[src/rtl/slave_bus_host_pkg.sv]
`default_nettype none
// ============================================================================
//  Module      : slave_bus_host_pkg
//  Description : Shared state encoding, error codes and access size for the
//                slave-bus host loader.
//  Revision    : 1.0 - initial release
// ============================================================================
package slave_bus_host_pkg;

  typedef enum logic [3:0] {
    ST_IDLE      = 4'd0,
    ST_LOAD_REQ  = 4'd1,
    ST_LOAD_WAIT = 4'd2,
    ST_START     = 4'd3,
    ST_RUN       = 4'd4,
    ST_READ_REQ  = 4'd5,
    ST_READ_WAIT = 4'd6,
    ST_OUT       = 4'd7,
    ST_DONE      = 4'd8
  } state_t;

  localparam logic [1:0] c_ERR_NONE = 2'd0;
  localparam logic [1:0] c_ERR_LOAD = 2'd1;
  localparam logic [1:0] c_ERR_RUN  = 2'd2;
  localparam logic [1:0] c_ERR_READ = 2'd3;

  // Every access is a single byte
  localparam int BYTE_SIZE = 8;

endpackage
`default_nettype wire

[src/rtl/slave_access_ch.sv]
`default_nettype none
// ============================================================================
//  Module      : slave_access_ch
//  Description : Single-channel slave RAM request driver. Presents one
//                read or write while i_req is high, reports completion on
//                DataRdy and flags a timeout after XFER_LIMIT wait cycles.
//  Revision    : 1.0 - initial release
// ============================================================================
module slave_access_ch
  import slave_bus_host_pkg::*;
#(
  parameter int ADDR_W     = 7,
  parameter int DATA_W     = 8,
  parameter int SIZE_W     = 4,
  parameter int XFER_LIMIT = 64
) (
  input  logic              clk,
  input  logic              rst,
  input  logic              i_req,
  input  logic              i_is_write,
  input  logic [ADDR_W-1:0] i_addr,
  input  logic [DATA_W-1:0] i_wdata,
  input  logic              i_rdy,
  input  logic [DATA_W-1:0] i_rdata,
  output logic              o_ack,
  output logic [DATA_W-1:0] o_rdata,
  output logic              o_timeout,
  output logic              o_oe,
  output logic              o_we,
  output logic [ADDR_W-1:0] o_addr,
  output logic [DATA_W-1:0] o_wdata,
  output logic [SIZE_W-1:0] o_size
);

  localparam int c_WAIT_W = $clog2(XFER_LIMIT + 1);

  logic [c_WAIT_W-1:0] r_wait;
  logic                w_last_wait;

  // Wait counter restarts whenever no request is outstanding
  always_ff @(posedge clk) begin
    if (rst || !i_req) begin
      r_wait <= '0;
    end else if (!w_last_wait) begin
      r_wait <= r_wait + c_WAIT_W'(1);
    end
  end

  assign w_last_wait = (r_wait == c_WAIT_W'(XFER_LIMIT - 1));

  // DataRdy only counts while a request is on the bus
  assign o_ack     = i_req & i_rdy;
  assign o_timeout = i_req & ~i_rdy & w_last_wait;
  assign o_rdata   = i_rdata;

  assign o_we    = i_req & i_is_write;
  assign o_oe    = i_req & ~i_is_write;
  assign o_addr  = i_req ? i_addr : '0;
  assign o_wdata = (i_req && i_is_write) ? i_wdata : '0;
  assign o_size  = i_req ? SIZE_W'(BYTE_SIZE) : '0;

endmodule
`default_nettype wire

[src/rtl/slave_bus_host_loader.sv]
`default_nettype none
// ============================================================================
//  Module      : slave_bus_host_loader
//  Description : Host-side initiator for the accelerator slave RAM port.
//                Loads a byte stream, pulses start_port, times the run and
//                streams a result window back out.
//  Revision    : 1.0 - initial release
// ============================================================================
module slave_bus_host_loader
  import slave_bus_host_pkg::*;
#(
  parameter int CHANNELS   = 2,
  parameter int ADDR_W     = 7,
  parameter int DATA_W     = 8,
  parameter int SIZE_W     = 4,
  parameter int LEN_W      = 8,
  parameter int XFER_LIMIT = 64,
  parameter int RUN_LIMIT  = 200000000,
  parameter int CNT_W      = 32
) (
  input  logic                       clock,
  input  logic                       reset,
  input  logic                       cmd_go,
  input  logic [ADDR_W-1:0]          cfg_load_addr,
  input  logic [LEN_W-1:0]           cfg_load_len,
  input  logic [ADDR_W-1:0]          cfg_rd_addr,
  input  logic [LEN_W-1:0]           cfg_rd_len,
  input  logic [DATA_W-1:0]          in_data,
  input  logic                       in_valid,
  output logic                       in_ready,
  output logic [DATA_W-1:0]          out_data,
  output logic                       out_valid,
  input  logic                       out_ready,
  output logic [CHANNELS-1:0]        S_oe_ram,
  output logic [CHANNELS-1:0]        S_we_ram,
  output logic [CHANNELS*ADDR_W-1:0] S_addr_ram,
  output logic [CHANNELS*DATA_W-1:0] S_Wdata_ram,
  output logic [CHANNELS*SIZE_W-1:0] S_data_ram_size,
  input  logic [CHANNELS*DATA_W-1:0] Sout_Rdata_ram,
  input  logic [CHANNELS-1:0]        Sout_DataRdy,
  output logic                       start_port,
  input  logic                       done_port,
  output logic                       busy,
  output logic                       finished,
  output logic                       error,
  output logic [1:0]                 err_code,
  output logic [CNT_W-1:0]           cycle_count
);

  state_t            r_state;
  logic [ADDR_W-1:0] r_addr;
  logic [LEN_W-1:0]  r_len;
  logic [ADDR_W-1:0] r_rd_addr;
  logic [LEN_W-1:0]  r_rd_len;
  logic              r_req;
  logic              r_is_write;
  logic [DATA_W-1:0] r_wdata;
  logic              r_in_ready;
  logic              r_out_valid;
  logic [DATA_W-1:0] r_out_data;
  logic              r_start;
  logic              r_finished;
  logic              r_busy;
  logic              r_error;
  logic [1:0]        r_err_code;
  logic [CNT_W-1:0]  r_cycle_count;

  logic              w_ack;
  logic              w_timeout;
  logic [DATA_W-1:0] w_rdata;
  logic              w_oe;
  logic              w_we;
  logic [ADDR_W-1:0] w_addr;
  logic [DATA_W-1:0] w_wdata;
  logic [SIZE_W-1:0] w_size;
  logic              w_unused;

  slave_access_ch #(
    .ADDR_W     (ADDR_W),
    .DATA_W     (DATA_W),
    .SIZE_W     (SIZE_W),
    .XFER_LIMIT (XFER_LIMIT)
  ) u_ch0 (
    .clk        (clock),
    .rst        (reset),
    .i_req      (r_req),
    .i_is_write (r_is_write),
    .i_addr     (r_addr),
    .i_wdata    (r_wdata),
    .i_rdy      (Sout_DataRdy[0]),
    .i_rdata    (Sout_Rdata_ram[DATA_W-1:0]),
    .o_ack      (w_ack),
    .o_rdata    (w_rdata),
    .o_timeout  (w_timeout),
    .o_oe       (w_oe),
    .o_we       (w_we),
    .o_addr     (w_addr),
    .o_wdata    (w_wdata),
    .o_size     (w_size)
  );

  // Channel 0 is the only active lane; upper channels zero-extend to 0
  assign S_oe_ram        = CHANNELS'(w_oe);
  assign S_we_ram        = CHANNELS'(w_we);
  assign S_addr_ram      = (CHANNELS*ADDR_W)'(w_addr);
  assign S_Wdata_ram     = (CHANNELS*DATA_W)'(w_wdata);
  assign S_data_ram_size = (CHANNELS*SIZE_W)'(w_size);
  assign w_unused        = &{1'b0, Sout_DataRdy, Sout_Rdata_ram};

  assign in_ready    = r_in_ready;
  assign out_valid   = r_out_valid;
  assign out_data    = r_out_data;
  assign start_port  = r_start;
  assign finished    = r_finished;
  assign busy        = r_busy;
  assign error       = r_error;
  assign err_code    = r_err_code;
  assign cycle_count = r_cycle_count;

  // Sequencer: load -> start -> run -> readback, every output flag registered
  always_ff @(posedge clock) begin
    if (reset) begin
      r_state       <= ST_IDLE;
      r_addr        <= '0;
      r_len         <= '0;
      r_rd_addr     <= '0;
      r_rd_len      <= '0;
      r_req         <= 1'b0;
      r_is_write    <= 1'b0;
      r_wdata       <= '0;
      r_in_ready    <= 1'b0;
      r_out_valid   <= 1'b0;
      r_out_data    <= '0;
      r_start       <= 1'b0;
      r_finished    <= 1'b0;
      r_busy        <= 1'b0;
      r_error       <= 1'b0;
      r_err_code    <= c_ERR_NONE;
      r_cycle_count <= '0;
    end else begin
      r_start    <= 1'b0;
      r_finished <= 1'b0;
      unique case (r_state)
        ST_IDLE: begin
          if (cmd_go) begin
            r_addr        <= cfg_load_addr;
            r_len         <= cfg_load_len;
            r_rd_addr     <= cfg_rd_addr;
            r_rd_len      <= cfg_rd_len;
            r_error       <= 1'b0;
            r_err_code    <= c_ERR_NONE;
            r_cycle_count <= '0;
            r_busy        <= 1'b1;
            if (cfg_load_len != '0) begin
              r_state    <= ST_LOAD_REQ;
              r_in_ready <= 1'b1;
            end else begin
              r_state <= ST_START;
              r_start <= 1'b1;
            end
          end
        end
        ST_LOAD_REQ: begin
          if (in_valid) begin
            r_in_ready <= 1'b0;
            r_req      <= 1'b1;
            r_is_write <= 1'b1;
            r_wdata    <= in_data;
            r_state    <= ST_LOAD_WAIT;
          end
        end
        ST_LOAD_WAIT: begin
          if (w_ack) begin
            r_req  <= 1'b0;
            r_addr <= r_addr + ADDR_W'(1);
            r_len  <= r_len - LEN_W'(1);
            if (r_len == LEN_W'(1)) begin
              r_state <= ST_START;
              r_start <= 1'b1;
            end else begin
              r_state    <= ST_LOAD_REQ;
              r_in_ready <= 1'b1;
            end
          end else if (w_timeout) begin
            r_req      <= 1'b0;
            r_error    <= 1'b1;
            r_err_code <= c_ERR_LOAD;
            r_finished <= 1'b1;
            r_state    <= ST_DONE;
          end
        end
        ST_START: begin
          r_cycle_count <= CNT_W'(1);
          r_state       <= ST_RUN;
        end
        ST_RUN: begin
          r_cycle_count <= r_cycle_count + CNT_W'(1);
          if (done_port) begin
            r_addr <= r_rd_addr;
            r_len  <= r_rd_len;
            if (r_rd_len != '0) begin
              r_state <= ST_READ_REQ;
            end else begin
              r_finished <= 1'b1;
              r_state    <= ST_DONE;
            end
          end else if (r_cycle_count == CNT_W'(RUN_LIMIT - 1)) begin
            r_error    <= 1'b1;
            r_err_code <= c_ERR_RUN;
            r_finished <= 1'b1;
            r_state    <= ST_DONE;
          end
        end
        ST_READ_REQ: begin
          r_req      <= 1'b1;
          r_is_write <= 1'b0;
          r_state    <= ST_READ_WAIT;
        end
        ST_READ_WAIT: begin
          if (w_ack) begin
            r_req       <= 1'b0;
            r_out_data  <= w_rdata;
            r_out_valid <= 1'b1;
            r_state     <= ST_OUT;
          end else if (w_timeout) begin
            r_req      <= 1'b0;
            r_error    <= 1'b1;
            r_err_code <= c_ERR_READ;
            r_finished <= 1'b1;
            r_state    <= ST_DONE;
          end
        end
        ST_OUT: begin
          if (out_ready) begin
            r_out_valid <= 1'b0;
            r_addr      <= r_addr + ADDR_W'(1);
            r_len       <= r_len - LEN_W'(1);
            if (r_len == LEN_W'(1)) begin
              r_finished <= 1'b1;
              r_state    <= ST_DONE;
            end else begin
              r_state <= ST_READ_REQ;
            end
          end
        end
        ST_DONE: begin
          r_busy  <= 1'b0;
          r_state <= ST_IDLE;
        end
        default: begin
          r_req       <= 1'b0;
          r_in_ready  <= 1'b0;
          r_out_valid <= 1'b0;
          r_busy      <= 1'b0;
          r_state     <= ST_IDLE;
        end
      endcase
    end
  end

endmodule
`default_nettype wire

[config.mk]
export PLATFORM = sky130hd
export DESIGN_NAME = slave_bus_host_loader
export DESIGN_NICKNAME = d
export VERILOG_FILES = /design/src/rtl/slave_bus_host_pkg.sv /design/src/rtl/slave_access_ch.sv /design/src/rtl/slave_bus_host_loader.sv
export SDC_FILE = /design/constraint.sdc
export NUM_CORES = 1
export LEC_CHECK = 0
export CELL_PAD_IN_SITES_DETAIL_PLACEMENT = 1
export CELL_PAD_IN_SITES_GLOBAL_PLACEMENT = 1
export CORE_AREA = 10 10 131 133
export CTS_CLUSTER_DIAMETER = 150
export DETAILED_ROUTE_END_ITERATION = 12
export DIE_AREA = 0 0 141 143
export PLACE_DENSITY_LB_ADDON = 0.1
export SLEW_MARGIN = 20
export SYNTH_ARGS = -nofsm -noshare
export SYNTH_HDL_FRONTEND = slang
export SYNTH_SLANG_ARGS = --single-unit
[constraint.sdc]
create_clock -name clock -period 5.6 [get_ports clock]
set_input_delay 1.4 -clock clock [delete_from_list [all_inputs] [get_ports clock]]
set_output_delay 1.4 -clock clock [all_outputs]
set_load 0.05 [all_outputs]
=== Word-level counts from Yosys, hierarchy flattened ===
Cells that the tools add are included.

* Bitwise operators: 11
* Magnitude comparators: 0
* Add/sub/neg operators: 4
* Multipliers: 0
* Muxes and demuxes: 70
* Equal/unequal tests: 29
* Reductions and logical operators: 29
* Divide/modulo/power cells: 0
* Shift-type cells: 0

{| class="wikitable"
|+ Operators with widths
! kind !! count
|-
| $pmux 32 s3 || 1
|-
| $mux 4 || 11
|-
| $mux 8 || 5
|-
| $mux 7 || 5
|-
| $add 32x1->32 const B || 1
|-
| $eq 32x28->1 const B || 1
|-
| $mux 32 || 1
|-
| $pmux 4 s8 || 1
|-
| $pmux 8 s4 || 1
|-
| $pmux 7 s4 || 1
|-
| $mux 1 || 26
|-
| $ne 2x2->1 const B || 11
|-
| $mux 2 || 9
|-
| $eq 4x3->1 const B || 4
|-
| $reduce_bool 8->1 || 2
|-
| $add 7x1->7 const B || 2
|-
| $reduce_or 7->1 || 2
|-
| $reduce_and 2->1 || 6
|-
| $reduce_and 6->1 || 2
|-
| $ne 2x1->1 const B || 5
|-
| $pmux 1 s3 || 3
|-
| $eq 4x2->1 const B || 2
|-
| $eq 8x1->1 const B || 1
|-
| $pmux 1 s4 || 2
|-
| other kinds (24) || 38
|}

* RAM bits: 0
* Bits in latches: 0
* Output and inout port bits: 90
* Memories kept: 0
* Flip-flop bits (word level): 99
* Memory bits (read-only): 0

=== Longest topological paths before layout ===
Gate-level depths: netlist (run 1).

* Depth in word-level cells: 6
* Depth in mapped cells: 8
* Gate-level depth less buffers: 7

=== Modules after synthesis ===
A second synthesis (run 1) with hierarchy kept.

* Cells, all modules: 680
* Area, all modules: 5366.4 um2

{| class="wikitable"
|+ By module, submodules not included
! module !! cells each !! instances !! sequential area each (um2) !! area each (um2)
|-
| slave_bus_host_loader || 613 || 1 || 1841.8 || 4809.6
|-
| slave_access_ch || 67 || 1 || 140.1 || 556.8
|}

=== Worst setup path after synthesis (run 1) ===
No wires, ideal clock.

* Path type: input -> register
* From: in cmd_go
* To: reg r_cycle_count[30], in the netlist cycle_count[30]
* Stages on the path: 5
* Path slack: 2.855 ns
* Arrival time: 2.677 ns
* Library setup time: 0.067 ns
* Buffers on the path: 0
* Path through: o21bai_1 -> o21a_1 -> or3_1 -> or4_4 -> a21oi_2

* Cells in the longest elaborated chain, start to end: 2

{| class="wikitable"
|+ Ends and longest elaborated chain
! item !! RTL line !! RTL
|-
| from (decl) || slave_bus_host_loader.sv:23 || <nowiki>input logic cmd_go,</nowiki>
|-
| $ne 2x2->1 (no line) || -- ||
|-
| $reduce_and 2->1 (no line) || -- ||
|-
| to (signal assigned) || slave_bus_host_loader.sv:197 || <nowiki>r_cycle_count <= r_cycle_count + CNT_W'(1);</nowiki>
|-
| to (decl) || slave_bus_host_loader.sv:66 || <nowiki>logic [CNT_W-1:0] r_cycle_count;</nowiki>
|}

No other way between the ends.
A chain may end at the register's enable or synchronous reset.

=== Worst setup path after layout (run 1) ===
* From: in cmd_go
* To: reg r_cycle_count[26], in the netlist cycle_count[26]

The elaborated chain is that of the path after synthesis.

==> results of run 1 <==
==> cell usage in the layout, fill, tap and decap left out, types with 7 or more instances in the layout <==
cell type and instances:
clkdlybuf4s50_1 117, nor4_1 17, nor2b_1 7, conb_1 24, nor3_1 10, nand3_1 18, or3_1 10, and3_1 18
dfxtp_1 99, nor2_1 51, xnor2_1 22, mux2i_1 17, o31ai_1 7, inv_1 11, nand2_1 76, o21ai_0 33
and2_1 10, a21oi_1 61, clkbuf_16 9
==> worst min-delay path by stage <==
stage                       to  slack [ns]             from  cells after the start
3_5_place_dp   u_ch0.r_wait[6]        0.43  u_ch0.r_wait[6]                      2
3_3_place_gp   u_ch0.r_wait[6]        0.42  u_ch0.r_wait[6]                      2
4_1_cts        u_ch0.r_wait[6]        0.44  u_ch0.r_wait[6]                      2
6_report       u_ch0.r_wait[6]        0.44  u_ch0.r_wait[6]                      2
5_1_grt        u_ch0.r_wait[6]        0.47  u_ch0.r_wait[6]                      2
2_1_floorplan  u_ch0.r_wait[6]        0.40  u_ch0.r_wait[6]                      2
==> cell families after synthesis <==
kind of cell	after synthesis	share of synthesized area (%)
AO/OA/AOI/OAI	158	18.80
AND/OR/NAND/NOR	266	27.02
flip-flops	99	37.51
other	1	0.07097
adder cells (fa/ha/maj)	5	1.184
XOR/XNOR	25	4.144
buffers and inverters	80	8.051
multiplexers	17	3.220
==> registers in the layout (all words and copies together) (netlist names), 2 cells and up <==
name,flops
cycle_count,32
out_data,8
r_len,8
r_rd_len,8
r_wdata,8
r_addr,7
r_rd_addr,7
u_ch0.r_wait,7
r_state,4
err_code,2
==> metal layers <==
layer | wire [um] | up-vias | global-route usage, %
li1 | - | 2479 | -
met2 | 8873 | 116 | 30.07
met4 | 212 | 0 | 5.326
met1 | 7424 | 2518 | 19.40
met5 | 0 | - | 0
met3 | 1113 | 14 | 5.041
==> area by class of cell <==
class | count | share of cell area [%]
Antenna cell | 1 | 0.03707
Inverter | 12 | 0.6673
Tap cell | 184 | 3.411
Timing Repair Buffer | 124 | 18.09
Multi-Input combinational cell | 495 | 44.23
Clock inverter | 5 | 0.8156
Sequential cell | 99 | 29.36
Clock buffer | 10 | 3.392
==> worst max-delay path, delay by kind of cell <==
family | cells | cell delay, ns
AND/OR/NAND/NOR | 2 | 1.25
AO/OA/AOI/OAI | 3 | 0.80
buffers and inverters | 1 | 0.60
==> synthesized netlist by cell type, types with 3 or more instances <==
cell type	n
dfxtp_1	99
nand2_1	76
a21oi_1	61
nor2_1	51
o21ai_0	33
buf_4	27
clkbuf_1	26
xnor2_1	22
and3_1	18
nand3_1	18
mux2i_1	17
nor4_1	17
buf_2	13
inv_1	11
and2_1	10
nor3_1	10
or3_1	10
o31ai_1	8
nor2b_1	7
a211oi_1	6
a311oi_1	6
a31oi_1	6
nand4_1	6
ha_1	5
nor3b_1	5
or4_1	5
a221oi_1	4
a22o_1	4
and4_1	4
nand4b_1	4
nor4b_1	4
a32oi_1	3
o211ai_1	3
o32ai_1	3
o41ai_1	3
xor2_1	3
==> power by group <==
part,switching [uW],internal [uW]
Sequential,122,792
Combinational,468,262
Clock,271,343
==> through the flow <==
stage               std cells  total power (uW)
floorplan                 674              1437
global placement          914              1633
detailed placement        914              1656
CTS                       929              2279
global route              929              2400
finish                    930              2257
==> impl_metrics.env, run 1 <==
export IMPL_status="complete, no violations"
export IMPL_cts_tree="yes"
export IMPL_grt_pass1_vias=5437
export IMPL_wire_per_inst_um=18.95
export IMPL_clkSlewWorstSetupHoldPaths_ns=0.06
export IMPL_rr_endpoint="cycle_count[26]"
export IMPL_synth_area_leaders="dfxtp_1 38%, a21oi_1 5.8%, nand2_1 5.4%"
export IMPL_fin_skew_ns=0.01246
export IMPL_dr_first_iter_drc_count=202
export IMPL_cpMaxStageDelayCell="or3_1"
export IMPL_power_leakage_uw=0.002314
export IMPL_io_pins=152
export IMPL_dieHeight_um=143
export IMPL_fmax_mhz=263.7
export IMPL_rows=44
export IMPL_die_w_um=141
export IMPL_syn_area_um2=5284
export IMPL_vias=5127
export IMPL_syn_to_final_growth_pct=27.75
export IMPL_final_util_pct=46.80
export IMPL_cts_path_max_buffers=2
export IMPL_synth_edf_count=0
export IMPL_drtAntennaViolNets=0
export IMPL_yosysTopAreaCell="dfxtp_1"
export IMPL_synth_top_area_share_pct=37.51
export IMPL_hold_buffers=0
export IMPL_place_ws_ns=1.490
export IMPL_setup_tns_final_ns=0
export IMPL_end_kind="flip-flop"
export IMPL_synth_seq_cells=99
export IMPL_synth_avg_cell_area_um2=8.116
export IMPL_die_area_um2=20160
export IMPL_routabilityCongestion=0.8685
export IMPL_grt_pass1_wl_um=28540
export IMPL_cp_start_kind="primary input"
export IMPL_crit_arrival_ns=4.06
export IMPL_worstSetupStartpoint="cmd_go"
export IMPL_crit_path_cell_trace="clkdlybuf4s50_1, o21bai_1, o21a_1, or3_1, or4_1, a21oi_1"
export IMPL_rsz0062_at_grt="no"
export IMPL_slew_headroom_pct=39.18
export IMPL_io_buffers=118
export IMPL_seq_area_um2=1982
export IMPL_core_um2=14420
export IMPL_routed_wl_um=17620
export IMPL_drc=0
export IMPL_fin_ws_ns=1.808
export IMPL_hold_violations=0
export IMPL_peakVddDrop_mv=0.1675
export IMPL_cts_resized=0
export IMPL_yosysWarningCount=0
export IMPL_finalCritPeriodShare_pct=67.72
export IMPL_cts_buffers=9
export IMPL_ys_seq_area_share_pct=37.51
export IMPL_dp_hpwl_um=12980
export IMPL_track_usage_pct=17.07
export IMPL_final_cell_area_um2=6750
export IMPL_critPathMaxStageDelay_ns=0.70
export IMPL_final_nets=808
export IMPL_antenna_found_initial=0
export IMPL_worst_hold_slack_ns=0.4396
export IMPL_drive_gt1_share_pct=4.698
export IMPL_start_util_pct=36.63
export IMPL_synthArstFlopShare_pct=0
export IMPL_cp_required_ns=5.87
export IMPL_synthCells=651
export IMPL_finalMaxSlewViolations=0
export IMPL_cp_max_fo=22
export IMPL_vias_per_cell=5.513
export IMPL_postPlaceCellArea_um2=6464
export IMPL_post_cts_setup_buffers=0
export IMPL_cts_sinks=99
export IMPL_clock_latency_ns=0.35
export IMPL_r2r_cells=5
export IMPL_multi_input_area_um2=2985
export IMPL_r2r_slack_ns=2.59
export IMPL_worstSetupPathType="primary input to flip-flop"
export IMPL_reg2reg_from="r_state[2]"
export IMPL_p_per_area_nw_per_um2=334.4
export IMPL_finalSetupViolations=0
export IMPL_endpoint="cycle_count[26]"
export IMPL_ctsHtreeMaxLevel=3
export IMPL_maxCapViolCount=0
export IMPL_fin_crit_ns=3.792
export IMPL_synthFlopType="dfxtp_1"
export IMPL_grt_overflow_total=0
export IMPL_cts_root_buf="clkbuf_16"
export IMPL_tightest_slew_ns=0.9118
export IMPL_hold_path_class="flip-flop to flip-flop"
export IMPL_grt_max_degree=53
export IMPL_synth_cell_types=70
export IMPL_num_fill_cells=1732
export IMPL_first_pass_iters=4
Note: power is estimated with default switching activity, not from simulation.
==> run 2: changes to the inputs <==
CORE_AREA = 10 10 134 136   (was 10 10 131 133)
DIE_AREA = 0 0 144 146   (was 0 0 141 143)
clock period = 3.7 ns   (was 5.6 ns; I/O delays follow)
==> impl_metrics.env, run 2 (synthesis results as in run 1) <==
export IMPL_dieHeight_um=146
export IMPL_cts_sinks=99
export IMPL_top_layer="met4"
export IMPL_power_leakage_uw=0.002372
export IMPL_clkSlewWorstSetupHoldPaths_ns=0.07
export IMPL_num_antenna_cells=0
export IMPL_status="complete, no violations"
export IMPL_largest_reg_flops=32
export IMPL_cts_resized=0
export IMPL_post_cts_setup_buffers=0
export IMPL_whs_endpoint="u_ch0.r_wait[6]"
export IMPL_wl_met2_um=8558
export IMPL_fin_skew_ns=0.009496
export IMPL_num_fill_cells=1853
export IMPL_grt_max_degree=52
export IMPL_fmax_mhz=326.7
export IMPL_p_total_uw=3570
export IMPL_crit_path_cell_trace="and2_1, clkdlybuf4s50_1"
export IMPL_maxCapViolCount=0
export IMPL_io_buffers=118
export IMPL_dr_first_iter_drc_count=218
export IMPL_final_nets=814
export IMPL_die_area_um2=21020
export IMPL_tightest_slew_ns=0.8833
export IMPL_fin_crit_ns=3.061
export IMPL_grt_overflow_total=0
export IMPL_slew_headroom_pct=41.03
export IMPL_cp_required_ns=2.77
export IMPL_peakVddDrop_mv=0.2342
export IMPL_hold_path_class="flip-flop to flip-flop"
export IMPL_core_um2=15480
export IMPL_drtAntennaViolNets=0
export IMPL_rows=46
export IMPL_rr_endpoint="r_len[3]"
export IMPL_setup_tns_final_ns=0
export IMPL_drive_gt1_share_pct=5.718
export IMPL_start_util_pct=34.13
export IMPL_syn_to_final_growth_pct=29.60
export IMPL_vias=5114
export IMPL_hold_buffers=0
export IMPL_clock_latency_ns=0.35
export IMPL_grt_pass1_vias=5338
export IMPL_finalSetupViolations=0
export IMPL_cp_max_fo=19
export IMPL_drt_met1_wl_um=7745
export IMPL_r2r_cells=5
export IMPL_critPathMaxStageDelay_ns=0.84
export IMPL_finalMaxSlewViolations=0
export IMPL_routed_wl_um=17560
export IMPL_reg2reg_from="r_state[1]"
export IMPL_final_cell_mix="117 x clkdlybuf4s50_1, 99 x dfxtp_1, 76 x nand2_1"
export IMPL_critical_path_top_delay_family="buffers and inverters"
export IMPL_min_path_cells=2
export IMPL_crit_arrival_ns=2.14
export IMPL_end_kind="output pin"
export IMPL_vias_per_cell=5.417
export IMPL_rsz0062_at_grt="no"
export IMPL_finalCritPeriodShare_pct=82.74
export IMPL_io_pins=152
export IMPL_cts_root_buf="clkbuf_16"
export IMPL_wire_per_inst_um=18.60
export IMPL_hold_violations=0
export IMPL_cpMaxStageDelayCell="clkdlybuf4s50_1"
export IMPL_cts_tree="yes"
export IMPL_dp_hpwl_um=13040
export IMPL_cp_num_buf_inv=1
export IMPL_die_w_um=144
export IMPL_cp_start_kind="flip-flop"
export IMPL_layout_commonest_cell="clkdlybuf4s50_1"
export IMPL_drc=0
export IMPL_cts_buffers=9
export IMPL_hold_start="u_ch0.r_wait[6]"
export IMPL_first_pass_iters=4
export IMPL_p_per_area_nw_per_um2=521.4
export IMPL_cts_path_max_buffers=2
export IMPL_antenna_found_initial=0
export IMPL_wl_met3_um=1052
export IMPL_track_usage_pct=16.66
export IMPL_grt_pass1_wl_um=28500
export IMPL_routabilityCongestion=0.8616
export IMPL_worstSetupPathType="flip-flop to output pin"
export IMPL_r2r_slack_ns=1.05
export IMPL_ctsHtreeMaxLevel=3
## run 2: cell types whose count changed in the layout (fill, tap and decap cells not counted), sizes merged
cell,previous run,this run
diode,1,0
clkinvlp,2,0
clkbuf,10,9
inv,11,15
buf,7,13
clkinv,3,2
bufinv,1,2
## run 2: worst max path at each step
stage / end / from / depth (start not counted)
floorplan: cycle_count[30] / cycle_count[10] / 6
global placement: cycle_count[30] / cmd_go / 6
detailed placement: cycle_count[28] / cmd_go / 6
CTS: S_Wdata_ram[7] / r_req / 2
global route: S_Wdata_ram[3] / r_req / 2
finish: S_addr_ram[6] / r_req / 2
## run 2: stage by stage
step	cell area, um2	hold slack (ns)	utilization, %	setup WS (ns)	cells
2_1_floorplan	5370	0.4040	-	1.395	674
3_3_place_gp	6519	0.4158	42.10	0.4931	928
3_5_place_dp	6519	0.4327	42.10	0.4556	928
4_1_cts	6848	0.4470	44.23	0.5821	944
5_1_grt	6848	0.4791	44.23	0.4896	944
6_report	6848	0.4444	44.23	0.6387	944
## run 2: final cells by class
| cell class | count | area [um2] | share of cell area (%) |
|---|---|---|---|
| Timing Repair Buffer | 130 | 1266 | 18.49 |
| Tap cell | 192 | 240.2 | 3.508 |
| Inverter | 12 | 45.04 | 0.6578 |
| Sequential cell | 99 | 1982 | 28.94 |
| Clock buffer | 9 | 225.2 | 3.289 |
| Clock inverter | 7 | 103.9 | 1.517 |
| Multi-Input combinational cell | 495 | 2985 | 43.60 |
## run 2: power breakdown
part | internal (uW) | switching [uW] | total [uW]
logic | 416 | 722 | 1140
clock network | 604 | 454 | 1060
registers | 1200 | 176 | 1370
total | 2220 | 1350 | 3570
## run 2: worst min-delay path, cell delays in order (launching register included)
cell and delay, ns:
dfxtp_1 0.32, inv_1 0.05, a311oi_1 0.04
## run 2: per-layer routing
layer | vias to the layer above | global-route usage, %
met2 | 123 | 28.26
met5 | - | 0
met4 | 0 | 5.158
li1 | 2493 | -
met1 | 2485 | 19.81
met3 | 13 | 4.471
==> run 3: changes to the inputs <==
clock period = 3.1 ns   (was 3.7 ns; I/O delays follow)
==> impl_metrics.env, run 3 (synthesis results as in run 1) <==
export IMPL_ctsHtreeMaxLevel=3
export IMPL_p_per_area_nw_per_um2=603.1
export IMPL_peakVddDrop_mv=0.3307
export IMPL_power_leakage_uw=0.002411
export IMPL_worstSetupPathType="flip-flop to output pin"
export IMPL_cts_root_buf="clkbuf_16"
export IMPL_io_pins=152
export IMPL_vias=5178
export IMPL_p_seq_share_pct=38.6
export IMPL_critPathMaxStageDelay_ns=0.82
export IMPL_combPwrFrac_pct=34.8
export IMPL_finalCritPeriodShare_pct=87.91
export IMPL_cts_path_max_buffers=2
export IMPL_largest_reg_flops=32
export IMPL_drive_gt1_share_pct=7.441
export IMPL_io_buffers=118
export IMPL_routabilityCongestion=0.8573
export IMPL_fin_skew_ns=0.01395
export IMPL_clkSlewWorstSetupHoldPaths_ns=0.08
export IMPL_status="complete, no violations"
export IMPL_fin_cells=959
export IMPL_dieHeight_um=146
export IMPL_vias_per_cell=5.399
export IMPL_dp_hpwl_um=13550
export IMPL_cts_sinks=99
export IMPL_fin_crit_ns=2.725
export IMPL_grt_pass1_vias=5460
export IMPL_crit_path_cell_trace="buf_4, and3_1, clkdlybuf4s50_1"
export IMPL_r2r_slack_ns=0.70
export IMPL_cp_required_ns=2.32
export IMPL_maxCapViolCount=0
export IMPL_tightest_slew_ns=0.7757
export IMPL_hold_buffers=0
export IMPL_pwr_share_clk_pct=26.7
export IMPL_final_util_pct=44.63
export IMPL_dr_first_iter_drc_count=208
export IMPL_fmax_mhz=367.0
export IMPL_start_util_pct=34.13
export IMPL_hold_path_class="flip-flop to flip-flop"
export IMPL_cts_resized=0
export IMPL_cts_buffers=9
export IMPL_crit_arrival_ns=1.95
export IMPL_clock_latency_ns=0.36
export IMPL_track_usage_pct=17.00
export IMPL_wire_per_inst_um=18.73
export IMPL_routed_wl_um=17960
export IMPL_layout_commonest_cell="clkdlybuf4s50_1"
export IMPL_post_cts_setup_buffers=0
export IMPL_switchingPower_uw=1646
export IMPL_drc=0
export IMPL_hold_violations=0
export IMPL_first_pass_iters=4
export IMPL_setup_tns_final_ns=0
export IMPL_core_um2=15480
export IMPL_rows=46
export IMPL_switching_share_pct=39.50
export IMPL_grt_overflow_total=0
export IMPL_slew_headroom_pct=47.81
export IMPL_grt_max_degree=52
export IMPL_finalSetupViolations=0
export IMPL_final_cell_mix="117 x clkdlybuf4s50_1, 99 x dfxtp_1, 76 x nand2_1"
export IMPL_internal_power_uw=2521
export IMPL_finalMaxSlewViolations=0
export IMPL_cpMaxStageDelayCell="clkdlybuf4s50_1"
export IMPL_final_nets=828
export IMPL_drtAntennaViolNets=0
export IMPL_die_area_um2=21020
export IMPL_cp_max_fo=24
export IMPL_dpl_cell_count=942
export IMPL_cp_start_kind="flip-flop"
export IMPL_cts_tree="yes"
export IMPL_antenna_found_initial=0
export IMPL_grt_pass1_wl_um=28990
export IMPL_rsz0062_at_grt="no"
export IMPL_syn_to_final_growth_pct=30.78
export IMPL_die_w_um=144
export IMPL_end_kind="output pin"
[run 3: cell types whose count changed in the layout (fill, tap and decap cells not counted), sizes merged]
cell / before / now
diode: 0 / 1
bufinv: 2 / 0
buf: 13 / 27
inv: 15 / 14
clkinv: 2 / 3
clkinvlp: 0 / 2
[run 3: power by group through the flow]
stage | combinational, uW | clock [uW] | sequential [uW]
after floorplan | 987 | 0 | 1610
after global placement | 1400 | 0 | 1620
after detailed placement | 1450 | 0 | 1630
after CTS | 1460 | 1140 | 1610
after global routing | 1600 | 1190 | 1640
final | 1450 | 1110 | 1610
[run 3: worst paths after layout]
path                   startpoint               to  depth (start not counted)
setup / recovery            r_req   S_Wdata_ram[5]                          3
hold / removal    u_ch0.r_wait[6]  u_ch0.r_wait[6]                          2
setup reg to reg       r_state[0]  cycle_count[27]                          5
hold reg to reg   u_ch0.r_wait[6]  u_ch0.r_wait[6]                          2
[run 3: through the flow]
step                      hold WS [ns]  total power [uW]  cell area [um2]  setup slack (ns)
after floorplan                 0.4040              2596             5370            0.7949
after global placement          0.4164              3029             6624            0.1477
after detailed placement        0.4376              3079             6624            0.1429
after CTS                       0.4484              4197             6908            0.3331
after global routing            0.4634              4428             6908            0.2659
final                           0.4402              4167             6910            0.3749
[run 3: area by class of cell]
class	instances	area (um2)
Fill cell	1882	8572
Multi-Input combinational cell	495	2985
Sequential cell	99	1982
Timing Repair Buffer	144	1371
Tap cell	192	240.2
Clock buffer	9	225.2
Clock inverter	7	58.81
Inverter	12	45.04
Antenna cell	1	2.502
[run 3: metal layers]
layer / wire length, um / share of wire (%) / up-vias / GRT usage (%)
met5: 0 / 0 / - / 0
met4: 257 / 1.4 / 0 / 5.056
met3: 1069 / 6.0 / 18 / 4.537
met2: 8920 / 50 / 118 / 29.27
met1: 7711 / 43 / 2516 / 19.94
li1: - / - / 2526 / -
[run 3: critical path: cells and delay by family (launching register included)]
family	cells	cell delay, ns
DFF	1	0.31
and+or+nand+nor	1	0.20
buffers and inverters	2	1.08
